`src/rtl/memory_pkg.sv`:
```
// memory_pkg: shared constants and types for the memory-game card layer.
//   - N_CARDS, IDX_W, VAL_W: default board geometry
//   - HOLD_1S_65MHZ: one second of pclk at 65 MHz
//   - state_e: card_flip_ctrl sequencing states
package memory_pkg;

    localparam int unsigned N_CARDS       = 16;
    localparam int unsigned IDX_W         = 5;
    localparam int unsigned VAL_W         = 3;
    localparam int unsigned HOLD_1S_65MHZ = 65_000_000;

    typedef enum logic [2:0] {
        WAIT_FIRST  = 3'd0,
        WAIT_SECOND = 3'd1,
        COMPARE     = 3'd2,
        HOLD        = 3'd3,
        DONE        = 3'd4
    } state_e;

endpackage

```
`src/rtl/hold_timer.sv`:
```
// hold_timer: loadable down-counter with a zero flag, usable for any game timeout.
// Ports:
//   pclk       - clock
//   rst        - synchronous active-high clear (counter to 0)
//   i_load     - load i_load_val (has priority over counting)
//   i_load_val - value to load
//   i_en       - decrement by one per cycle while nonzero
//   o_zero     - counter currently equals 0
module hold_timer #(
    parameter int unsigned CNT_W = 26
) (
    input  logic             pclk,
    input  logic             rst,
    input  logic             i_load,
    input  logic [CNT_W-1:0] i_load_val,
    input  logic             i_en,
    output logic             o_zero
);

    logic [CNT_W-1:0] r_cnt;

    always_ff @(posedge pclk) begin
        if (rst) begin
            r_cnt <= '0;
        end else if (i_load) begin
            r_cnt <= i_load_val;
        end else if (i_en && (r_cnt != '0)) begin
            r_cnt <= r_cnt - CNT_W'(1);
        end
    end

    assign o_zero = (r_cnt == '0);

endmodule

```
`src/rtl/card_flip_ctrl.sv`:
```
// card_flip_ctrl: turns at most two cards face-up per turn, matches or hides them.
// Ports:
//   pclk, rst        - clock, synchronous active-high reset
//   new_game         - synchronous restart, same effect as rst
//   pick_valid/idx   - single-cycle card pick
//   card_val         - packed pair values, card i at [i*VAL_W +: VAL_W]
//   face_up, matched - per-card shown / permanently matched
//   busy             - comparing or holding a mismatch; picks ignored
//   match_p, miss_p  - one-cycle result pulses
//   moves            - completed turns, saturating at 255
//   done             - whole board matched
module card_flip_ctrl #(
    parameter int unsigned N_CARDS     = 16,
    parameter int unsigned IDX_W       = 5,
    parameter int unsigned VAL_W       = 3,
    parameter int unsigned HOLD_CYCLES = 65_000_000
) (
    input  logic                     pclk,
    input  logic                     rst,
    input  logic                     new_game,
    input  logic                     pick_valid,
    input  logic [IDX_W-1:0]         pick_idx,
    input  logic [N_CARDS*VAL_W-1:0] card_val,
    output logic [N_CARDS-1:0]       face_up,
    output logic [N_CARDS-1:0]       matched,
    output logic                     busy,
    output logic                     match_p,
    output logic                     miss_p,
    output logic [7:0]               moves,
    output logic                     done
);

    import memory_pkg::*;

    localparam int unsigned CNT_W = (HOLD_CYCLES > 1) ? $clog2(HOLD_CYCLES) : 1;
    localparam logic [CNT_W-1:0] HOLD_LOAD = CNT_W'(HOLD_CYCLES - 1);

    state_e             r_state;
    logic [IDX_W-1:0]   r_first;
    logic [IDX_W-1:0]   r_second;
    logic [N_CARDS-1:0] r_face_up;
    logic [N_CARDS-1:0] r_matched;
    logic               r_busy;
    logic               r_match_p;
    logic               r_miss_p;
    logic [7:0]         r_moves;
    logic               r_done;

    logic               w_rst;
    logic               w_pick_ok;
    logic [N_CARDS-1:0] w_pick_oh;
    logic [N_CARDS-1:0] w_first_oh;
    logic [N_CARDS-1:0] w_second_oh;
    logic [VAL_W-1:0]   w_val_a;
    logic [VAL_W-1:0]   w_val_b;
    logic               w_equal;
    logic               w_tmr_zero;

    assign w_rst = rst | new_game;

    // One-hot masks via shifts: out-of-range indices simply give an empty mask.
    assign w_pick_oh   = N_CARDS'(1) << pick_idx;
    assign w_first_oh  = N_CARDS'(1) << r_first;
    assign w_second_oh = N_CARDS'(1) << r_second;

    assign w_pick_ok = pick_valid && (32'(pick_idx) < N_CARDS) &&
                       ((r_face_up & w_pick_oh) == '0);

    always_comb begin
        w_val_a = '0;
        w_val_b = '0;
        for (int i = 0; i < int'(N_CARDS); i++) begin
            if (32'(r_first) == i)  w_val_a = card_val[i*VAL_W +: VAL_W];
            if (32'(r_second) == i) w_val_b = card_val[i*VAL_W +: VAL_W];
        end
    end

    assign w_equal = (w_val_a == w_val_b);

    hold_timer #(
        .CNT_W (CNT_W)
    ) u_hold_timer (
        .pclk       (pclk),
        .rst        (w_rst),
        .i_load     ((r_state == COMPARE) && !w_equal),
        .i_load_val (HOLD_LOAD),
        .i_en       (r_state == HOLD),
        .o_zero     (w_tmr_zero)
    );

    always_ff @(posedge pclk) begin
        if (w_rst) begin
            r_state   <= WAIT_FIRST;
            r_first   <= '0;
            r_second  <= '0;
            r_face_up <= '0;
            r_matched <= '0;
            r_busy    <= 1'b0;
            r_match_p <= 1'b0;
            r_miss_p  <= 1'b0;
            r_moves   <= '0;
            r_done    <= 1'b0;
        end else begin
            r_match_p <= 1'b0;
            r_miss_p  <= 1'b0;
            case (r_state)
                WAIT_FIRST: begin
                    if (w_pick_ok) begin
                        r_face_up <= r_face_up | w_pick_oh;
                        r_first   <= pick_idx;
                        r_state   <= WAIT_SECOND;
                    end
                end
                WAIT_SECOND: begin
                    if (w_pick_ok) begin
                        r_face_up <= r_face_up | w_pick_oh;
                        r_second  <= pick_idx;
                        if (r_moves != 8'hFF) r_moves <= r_moves + 8'd1;
                        r_busy    <= 1'b1;
                        r_state   <= COMPARE;
                    end
                end
                COMPARE: begin
                    if (w_equal) begin
                        r_matched <= r_matched | w_first_oh | w_second_oh;
                        r_match_p <= 1'b1;
                        r_busy    <= 1'b0;
                        if ((r_matched | w_first_oh | w_second_oh) == {N_CARDS{1'b1}}) begin
                            r_done  <= 1'b1;
                            r_state <= DONE;
                        end else begin
                            r_state <= WAIT_FIRST;
                        end
                    end else begin
                        r_miss_p <= 1'b1;
                        r_state  <= HOLD;
                    end
                end
                HOLD: begin
                    if (w_tmr_zero) begin
                        r_face_up <= r_face_up & ~(w_first_oh | w_second_oh);
                        r_busy    <= 1'b0;
                        r_state   <= WAIT_FIRST;
                    end
                end
                DONE: begin
                    // Board complete: hold everything until restart.
                end
                default: begin
                    r_state <= WAIT_FIRST;
                end
            endcase
        end
    end

    assign face_up = r_face_up;
    assign matched = r_matched;
    assign busy    = r_busy;
    assign match_p = r_match_p;
    assign miss_p  = r_miss_p;
    assign moves   = r_moves;
    assign done    = r_done;

endmodule

```
`config.mk`:
```
export PLATFORM = sky130hd
export DESIGN_NAME = card_flip_ctrl
export DESIGN_NICKNAME = d
export VERILOG_FILES = /design/src/rtl/memory_pkg.sv /design/src/rtl/hold_timer.sv /design/src/rtl/card_flip_ctrl.sv
export SDC_FILE = /design/constraint.sdc
export NUM_CORES = 1
export LEC_CHECK = 0
export BUFFER_PORTS_ARGS = -buffer_cell sky130_fd_sc_hd__buf_2
export CELL_PAD_IN_SITES_DETAIL_PLACEMENT = 1
export CELL_PAD_IN_SITES_GLOBAL_PLACEMENT = 1
export CORE_MARGIN = 4
export CORE_UTILIZATION = 41
export CTS_CLUSTER_SIZE = 20
export DETAILED_ROUTE_END_ITERATION = 7
export GPL_TIMING_DRIVEN = 0
export PLACE_DENSITY_LB_ADDON = 0.1
export SYNTH_ARGS = -nofsm -noshare
export SYNTH_HDL_FRONTEND = slang
export SYNTH_SLANG_ARGS = --single-unit
```
`constraint.sdc`:
```
create_clock -name pclk -period 3.3 [get_ports pclk]
set_input_delay 0 -clock pclk [delete_from_list [all_inputs] [get_ports pclk]]
set_output_delay 0 -clock pclk [all_outputs]
set_load 0.02 [all_outputs]
```
==> run summary, run 1 <==
The half-perimeter wire length after detailed placement is 16700 microns. The worst setup path is captured at a register. Of the available clock period, the critical path in the final layout requires 97.5%. The minimum setup slack among reg-to-reg paths is 0.08 ns.

The maximum clock skew at final layout came out at 0.00847 ns. The minimum clock period after layout came out at 3.22 ns. The data arrival time of the worst path is 3.43 ns.

The critical path is of the register to register type. The gate count after technology mapping is 654. The net switching power figure is 0.598 mW. The post-layout utilization of the core came out at 53.4%. The hold violation total from the final report is 0. In the synthesized netlist the dominant register cell turns out to be sky130_fd_sc_hd__dfxtp_1.

Setup repair after global routing could not meet its margin everywhere. The area of combinational cells with multiple inputs came out at 3490 sq um. Global routing used 48.9% of the available met2 tracks. The deepest level of the CTS H-tree is 3. In this run the most critical hold path is launched from pick_idx[0]. The layout-stage area growth over the synthesis result is 25.0%. The end of the worst register-to-register path is u_hold_timer.r_cnt[3].

The worst setup path is launched from a register. Combinational logic is responsible for 9.6% of the overall power. The number of flops mapped to enable cells by yosys is 0. The antenna violation net count after detailed routing is 0. The flow ran to the end, and the final reports show no timing, DRC or antenna violations. Net switching is 27.2% of the power.

The layout has 1551 filler cells. The pre-antenna-repair detailed-routing pass consisted of 5 iterations. The worst hold path cell count is 3.

The register share of total power is 45.8%. Yosys mapped the design onto 75 distinct sky130hd cell types. The yosys synthesis warning count came out at 0. For this block, the initial DRC count from the detailed router was 446. The critical path required time came out at 3.51 ns. The remaining max-slew budget at the tightest pin came out at 48.3%. In the global route stage, met3 resource usage came out at 7.20%. The number of slew-limit violations in the final report came out at 0. After floorplanning, the core was sized to cover 12200 sq um. The tightest min-delay check is of the primary input to register type. The via total after detailed routing is 5793. The top cell type by area accounts for 31.9% of the synthesized area. The sum of routed wire length over all layers came out at 22000 microns.

The internal portion of the total power is 1.60 mW. Before CTS, the worst setup slack after placement is -0.461 ns. The clock insertion delay at the later pin of the skew report is 0.35 ns.

The proportion of layout cells with a drive suffix above 1 came out at 27.3%. The sequential standard cell area is 1670 sq um. In this run the most used layer during global routing was met2. The number of input and output port buffers inserted came out at 98. The number of remaining DRC errors is 0. The leakage power total came out at 2.55 nW. Entering global routing, the biggest net connects 17 pins. The maximum clock rate came out at 0.311 GHz. The cell total after placement is 920. The aggregate global routing overflow came out at 0.

The net count of the finished layout is 823. Summing every instance area after synthesis gives 5210 sq um. The share of synthesized flip-flops with an asynchronous set or reset is 0%.

The die covers 14600 sq um. The starting density of the core came out at 42.7%. The number of CTS-inserted buffers came out at 9.

The horizontal die dimension is 121 microns. The power per unit of standard cell area came out at 338 nW/um^2. After routing the design area is 6520 sq um. The met1 capacity usage during global routing came out at 38.6%. The launch point of the worst reg-to-reg path is r_second[0]. The capture endpoint of the worst hold path is r_second[0]. The synthesized design contains 83 register bits.

The chip height came out at 121 microns. The cell taking the most area after synthesis is sky130_fd_sc_hd__dfxtp_1. The buffer levels on the longest clock path came out at 2. The worst supply voltage drop on vdd came out at 0.000334 V.

Setup violations remaining at the end of the flow were counted as 0. The peak fanout along the critical path came out at 10. The number of vias per cell came out at 6.18. The number of global-route vias before repair came out at 5999. At the pin with the least slew margin, the transition time is 0.773 ns. On the final layout, the worst hold slack is 0.0335 ns. Excluding fillers, the count of instances in the completed layout stands at 937.

The sequential fraction of the synthesis area came out at 31.9%. A synthesized cell averages 7.97 sq um. The synthesized net count came out at 713. Sorting the synthesized cells by area gives the leading types as sky130_fd_sc_hd__dfxtp_1 32%, sky130_fd_sc_hd__o21ai_0 5.0%, sky130_fd_sc_hd__nor2_1 4.5%. The completed layout was analyzed and its total power is 2.20 mW. For the final routed database, the setup TNS stands at 0 ns. The depth of the worst register-to-register path is 11. The clock transition at the registers of the reported paths came out at 0.06 ns. The number of antenna repair diodes is 0. The I/O pin count is 101. The total placed instance area is 5910 sq um. The final worst slack is 0.0833 ns.

For this design, the sink count on the clock tree is 83. The clock root buffer master is sky130_fd_sc_hd__clkbuf_16. The count of maximum capacitance violations came out at 0. The number of antenna violations at the first check in global routing was 0. TritonCTS built the clock tree.

The first-pass GRT wire length is 33500 microns. In the global route stage, overall resource usage came out at 29.8%. The wire length per cell is 23.5 microns. The final weighted congestion of routability-driven global placement is 0.944. The proportion of power drawn by the clock network came out at 44.6%. The floorplan has 40 rows.
[worst max-delay path, cell delays in order, from the launching register on]
cell	delay, ns
sky130_fd_sc_hd__dfxtp_1	0.31
sky130_fd_sc_hd__buf_6	0.14
sky130_fd_sc_hd__or3b_4	0.43
sky130_fd_sc_hd__or3_4	0.37
sky130_fd_sc_hd__a31oi_4	0.16
sky130_fd_sc_hd__a2111oi_2	0.07
sky130_fd_sc_hd__a22o_1	0.25
sky130_fd_sc_hd__or3_1	0.37
sky130_fd_sc_hd__a221o_2	0.51
sky130_fd_sc_hd__o21bai_4	0.21
sky130_fd_sc_hd__buf_6	0.16
sky130_fd_sc_hd__o21ai_0	0.10
[layer usage]
metal,wire length (microns),vias up
li1,-,2670
met1,9370,2864
met2,10600,223
met3,1540,36
met4,497,0
met5,0,-
[sequential cells by signal, indices dropped and copies added (netlist names)]
signal,flops
u_hold_timer.r_cnt,26
face_up,16
matched,16
moves,8
r_first,5
r_second,5
r_state,3
busy,1
done,1
match_p,1
miss_p,1
[cells in the final DEF (no fill, tap or decap), drive strengths merged, types with 6 or more instances in the layout]
master	n
a21oi	45
nand2	37
nand2b	15
mux2i	11
xnor2	21
a22o	19
o22ai	17
inv	22
mux2	9
or3	10
dfxtp	83
nand3b	6
nor2b	16
nor3	20
nor4	14
buf	119
nand4	9
nand3	11
o21ai	53
nor2	64
clkbuf	34
xor2	9
a211oi	20
[synth_stat cells, types with 14 or more instances]
cell type / n
sky130_fd_sc_hd__dfxtp_1: 83
sky130_fd_sc_hd__nor2_1: 63
sky130_fd_sc_hd__o21ai_0: 52
sky130_fd_sc_hd__a21oi_1: 45
sky130_fd_sc_hd__nand2_1: 37
sky130_fd_sc_hd__clkbuf_1: 26
sky130_fd_sc_hd__xnor2_1: 21
sky130_fd_sc_hd__a211oi_1: 20
sky130_fd_sc_hd__a22o_1: 19
sky130_fd_sc_hd__nor3_1: 19
sky130_fd_sc_hd__inv_1: 18
sky130_fd_sc_hd__o22ai_1: 17
sky130_fd_sc_hd__nor2b_1: 16
sky130_fd_sc_hd__nand2b_1: 15
sky130_fd_sc_hd__buf_2: 14
sky130_fd_sc_hd__nor4_1: 14
[timing repair]
action,in CTS,in global routing
pin swaps,5,4
setup buffers,2,3
hold buffers,0,0
gates resized for setup,32,64
setup endpoints to repair,62,59
[final cells by class]
| cell class | count | area share [%] |
|---|---|---|
| Multi-Input combinational cell | 507 | 53.6 |
| Sequential cell | 83 | 25.6 |
| Timing Repair Buffer | 103 | 8.10 |
| Buffer | 41 | 3.99 |
| Clock buffer | 9 | 3.46 |
| Tap cell | 168 | 3.23 |
| Inverter | 19 | 1.09 |
| Clock inverter | 7 | 0.903 |
[kinds of logic after synthesis]
logic type | Yosys count | synth area share, %
and+or+nand+nor | 241 | 25.2
AOI/OAI and AO/OA | 211 | 26.8
DFF | 83 | 31.9
buffers and inverters | 64 | 5.23
xor gates and xnor gates | 30 | 5.04
muxes | 23 | 5.35
adders and majority gates | 2 | 0.480
[power by group through the flow]
stage               logic (mW)  registers (mW)  clock network (mW)
global placement         0.193            1.03                   0
floorplan                0.101            1.03                   0
detailed placement       0.195            1.03                   0
CTS                      0.201            1.01               0.999
finish                   0.212            1.01               0.982
global route             0.225            1.01                1.03
[how the worst max path moves through the flow]
stage	startpoint	endpoint	cells past startpoint	slack, ns
5_1_grt	r_first[2]	u_hold_timer.r_cnt[3]	10	-0.05
3_3_place_gp	r_second[3]	matched[7]	11	-0.36
6_report	r_second[0]	u_hold_timer.r_cnt[3]	11	0.08
3_5_place_dp	r_first[3]	matched[11]	12	-0.46
2_1_floorplan	r_first[4]	matched[12]	11	0.23
4_1_cts	r_first[2]	done	10	-0.01
Power figures use the tool's default switching activity.
==> run 2, diff against run 1 <==
- CELL_PAD_IN_SITES_DETAIL_PLACEMENT: 1 -> default
- CELL_PAD_IN_SITES_GLOBAL_PLACEMENT: 1 -> default
- CORE_UTILIZATION: 41 -> 55
- PLACE_DENSITY: default -> 0.79
- PLACE_DENSITY_LB_ADDON: 0.1 -> default
==> run 2 against run 1 <==
  * Global-route usage grew 3.4 points
  * Flip-flop and latch count is the same
  * Sequential power is essentially flat
  * Wire length shrank 13%
  * Final cell count shrank 3.7%
  * Register-to-register slack lost 0.06 ns
  * Sequential share of layout area grew 0.31 points
  * Largest cell class unchanged
  * Highest routed layer unchanged
==> run summary, run 2 (synthesis results as in run 1) <==
The worst hold path belongs to the class primary input to register. The number of vias per cell came out at 6.70. The peak fanout along the critical path is 10. The number of input and output port buffers inserted came out at 98.

In this run the worst setup path begins at r_first[4]. The number of global-route vias before repair is 5669. The initial detailed-routing violation count came out at 619. For this run, the total global-route usage over all layers was measured as 33.3%.

The number of antenna violations at the first check in global routing is 0. Across all register-to-register paths, the minimum setup slack is 0.02 ns. The startpoint identified for the worst register-to-register timing path is r_first[4]. The design draws 2.16 mW. TritonCTS built the clock tree. The library cell used most frequently in the layout, excluding fill and tap cells, is sky130_fd_sc_hd__buf_2. The half-perimeter wire length after detailed placement came out at 14200 microns. The deepest level of the CTS H-tree came out at 3. STA puts the critical path data arrival time at 3.55 ns. The fill cell instance count of the final layout came out at 781. The worst path meets setup with 0.0207 ns of slack. For this configuration, the core starts out at a cell density of 56.4%.

The slowest stage of the critical path is the sky130_fd_sc_hd__or4_4 cell. The antenna violation net count after detailed routing came out at 0. The layout-stage area growth over the synthesis result came out at 23.4%. Measured in cells, the most critical reg-to-reg path has a length of 11. The setup slack at placement came out at -0.346 ns. The flip-flop count of the largest register, all copies and words added is 26.

In this run the clock root is driven by a sky130_fd_sc_hd__clkbuf_8. The critical path required time is 3.57 ns. The core box area is 9240 sq um.

The die covers 11100 sq um. IR analysis of the VDD net gives a maximum drop of 0.000235 V. In the routed design, unresolved DRC markers number 0. The buffer levels on the longest clock path came out at 2. Measured along the y axis, the die boundary spans 105 microns. The layout net count is 827. The endpoint identified for the worst register-to-register timing path is u_hold_timer.r_cnt[13].

The critical path ends at u_hold_timer.r_cnt[13]. The top cell types in the final layout, fill and taps aside, are 105 x sky130_fd_sc_hd__buf_2, 80 x sky130_fd_sc_hd__dfxtp_1, 62 x sky130_fd_sc_hd__nor2_1. The number of antenna repair diodes came out at 0.

The transition time at the pin with the least slew margin is 0.733 ns. The number of clock buffers added by TritonCTS is 9. The proportion of layout cells with a drive suffix above 1 is 27.2%.

Setup repair after global routing could not meet its margin everywhere. The sum of routed wire length over all layers is 19100 microns. The category of the worst setup path launch point is a register. The number of slew-limit violations in the final report is 0. The power per unit of standard cell area came out at 336 nW/um^2. Max-cap violations in this run came to 0. The worst path needs 3.28 ns of the cycle, external delays included.

The detailed-routing iteration count for the pre-antenna-repair pass is 6. After clock tree synthesis, the clock-pin slew on the worst setup and hold paths is 0.10 ns. Derived from the worst setup path, the maximum achievable clock frequency is 0.305 GHz. The final weighted congestion of routability-driven global placement came out at 0.986. The signal on the critical path passes through buf_8 > and3b_2 > and3_1 > or4_4 > nand2b_4 > o21ai_4 > mux2_2 > a221o_2 > buf_4 > nor2b_4 > nor4_1. The I/O pin count is 101.

The worst setup path category is register to register. The flow ran to the end, and the final reports show no timing, DRC or antenna violations. Across the routed clock network, the largest skew measured is 0.0139 ns.

Entering global routing, the biggest net connects 17 pins. The post-cts hold buffer count is 0. The remaining max-slew budget at the tightest pin came out at 50.6%.

The number of clock sinks is 83. The first global-routing pass estimated 29500 microns of wire. The via total after detailed routing is 6046. The category of the worst setup path capture point is a register. The die is 105 microns wide. The analysis attributes to cell leakage a power of 2.56 nW. The hold violation total from the final report came out at 0.

The clock insertion delay at the later pin of the skew report is 0.36 ns. Counting flops per register, the top entry is u_hold_timer.r_cnt. The largest stage delay on the critical path is 0.51 ns. The floorplan has 35 rows. The aggregate global routing overflow is 0.

The final number of setup-violating endpoints came out at 0. The wire length per cell came out at 21.2 microns. After layout, the worst path uses 99.4% of the clock period.
run 2: per-layer routing:
layer  track usage (%)  share of wire (%)  wire length, microns
met5                 0                  0                     0
met1              43.1                 39                  7410
met2              52.4                 45                  8640
met3              6.80                 10                  1960
met4              17.1                5.9                  1120
run 2: critical path: cells and delay by family, from the launching register on:
| family | cells | cell delay [ns] |
|---|---|---|
| simple gates | 6 | 1.55 |
| compound gates | 2 | 0.60 |
| flops | 1 | 0.36 |
| mux | 1 | 0.35 |
| buf+inv | 2 | 0.31 |
run 2: power breakdown:
part           internal [mW]  switching [mW]
Clock                  0.516           0.417
Combinational         0.0830           0.137
Sequential              1.00         0.00380
run 2: stage by stage:
step	instance area (sq um)	std cells	hold slack, ns	setup TNS [ns]	utilization [%]
floorplan	5210	654	0.139	0	-
global placement	5860	881	0.389	-10.22	63.5
detailed placement	5860	881	0.401	-12.83	63.5
CTS	6210	899	0.0241	0	67.2
global route	6430	902	0.0372	-0.134	69.6
finish	6430	902	0.0498	0	69.6
run 2: worst min path at each step:
| stage | start | end | cells past startpoint |
|---|---|---|---|
| floorplan | pick_idx[0] | r_second[0] | 2 |
| global placement | pick_idx[0] | r_second[0] | 3 |
| detailed placement | pick_idx[0] | r_second[0] | 3 |
| CTS | pick_idx[0] | r_second[0] | 3 |
| global route | pick_idx[0] | r_second[0] | 3 |
| finish | pick_idx[0] | r_second[0] | 3 |
run 2: final cells by class:
cell class | instances | area, sq um | area share (%)
plain buffers | 41 | 245 | 3.81
multi-input cells | 507 | 3470 | 54.0
clock buffers | 9 | 124 | 1.93
repair buffers | 107 | 562 | 8.74
flip-flops and latches | 83 | 1670 | 25.9
clock inverters | 7 | 128 | 1.98
well taps | 129 | 161 | 2.51
inverters | 19 | 71.3 | 1.11
run 2: repair_timing:
item	CTS	global route
pin swaps	2	5
resized for setup	21	70
setup buffers	4	3
cloned	0	2
endpoints found under the setup margin	53	60
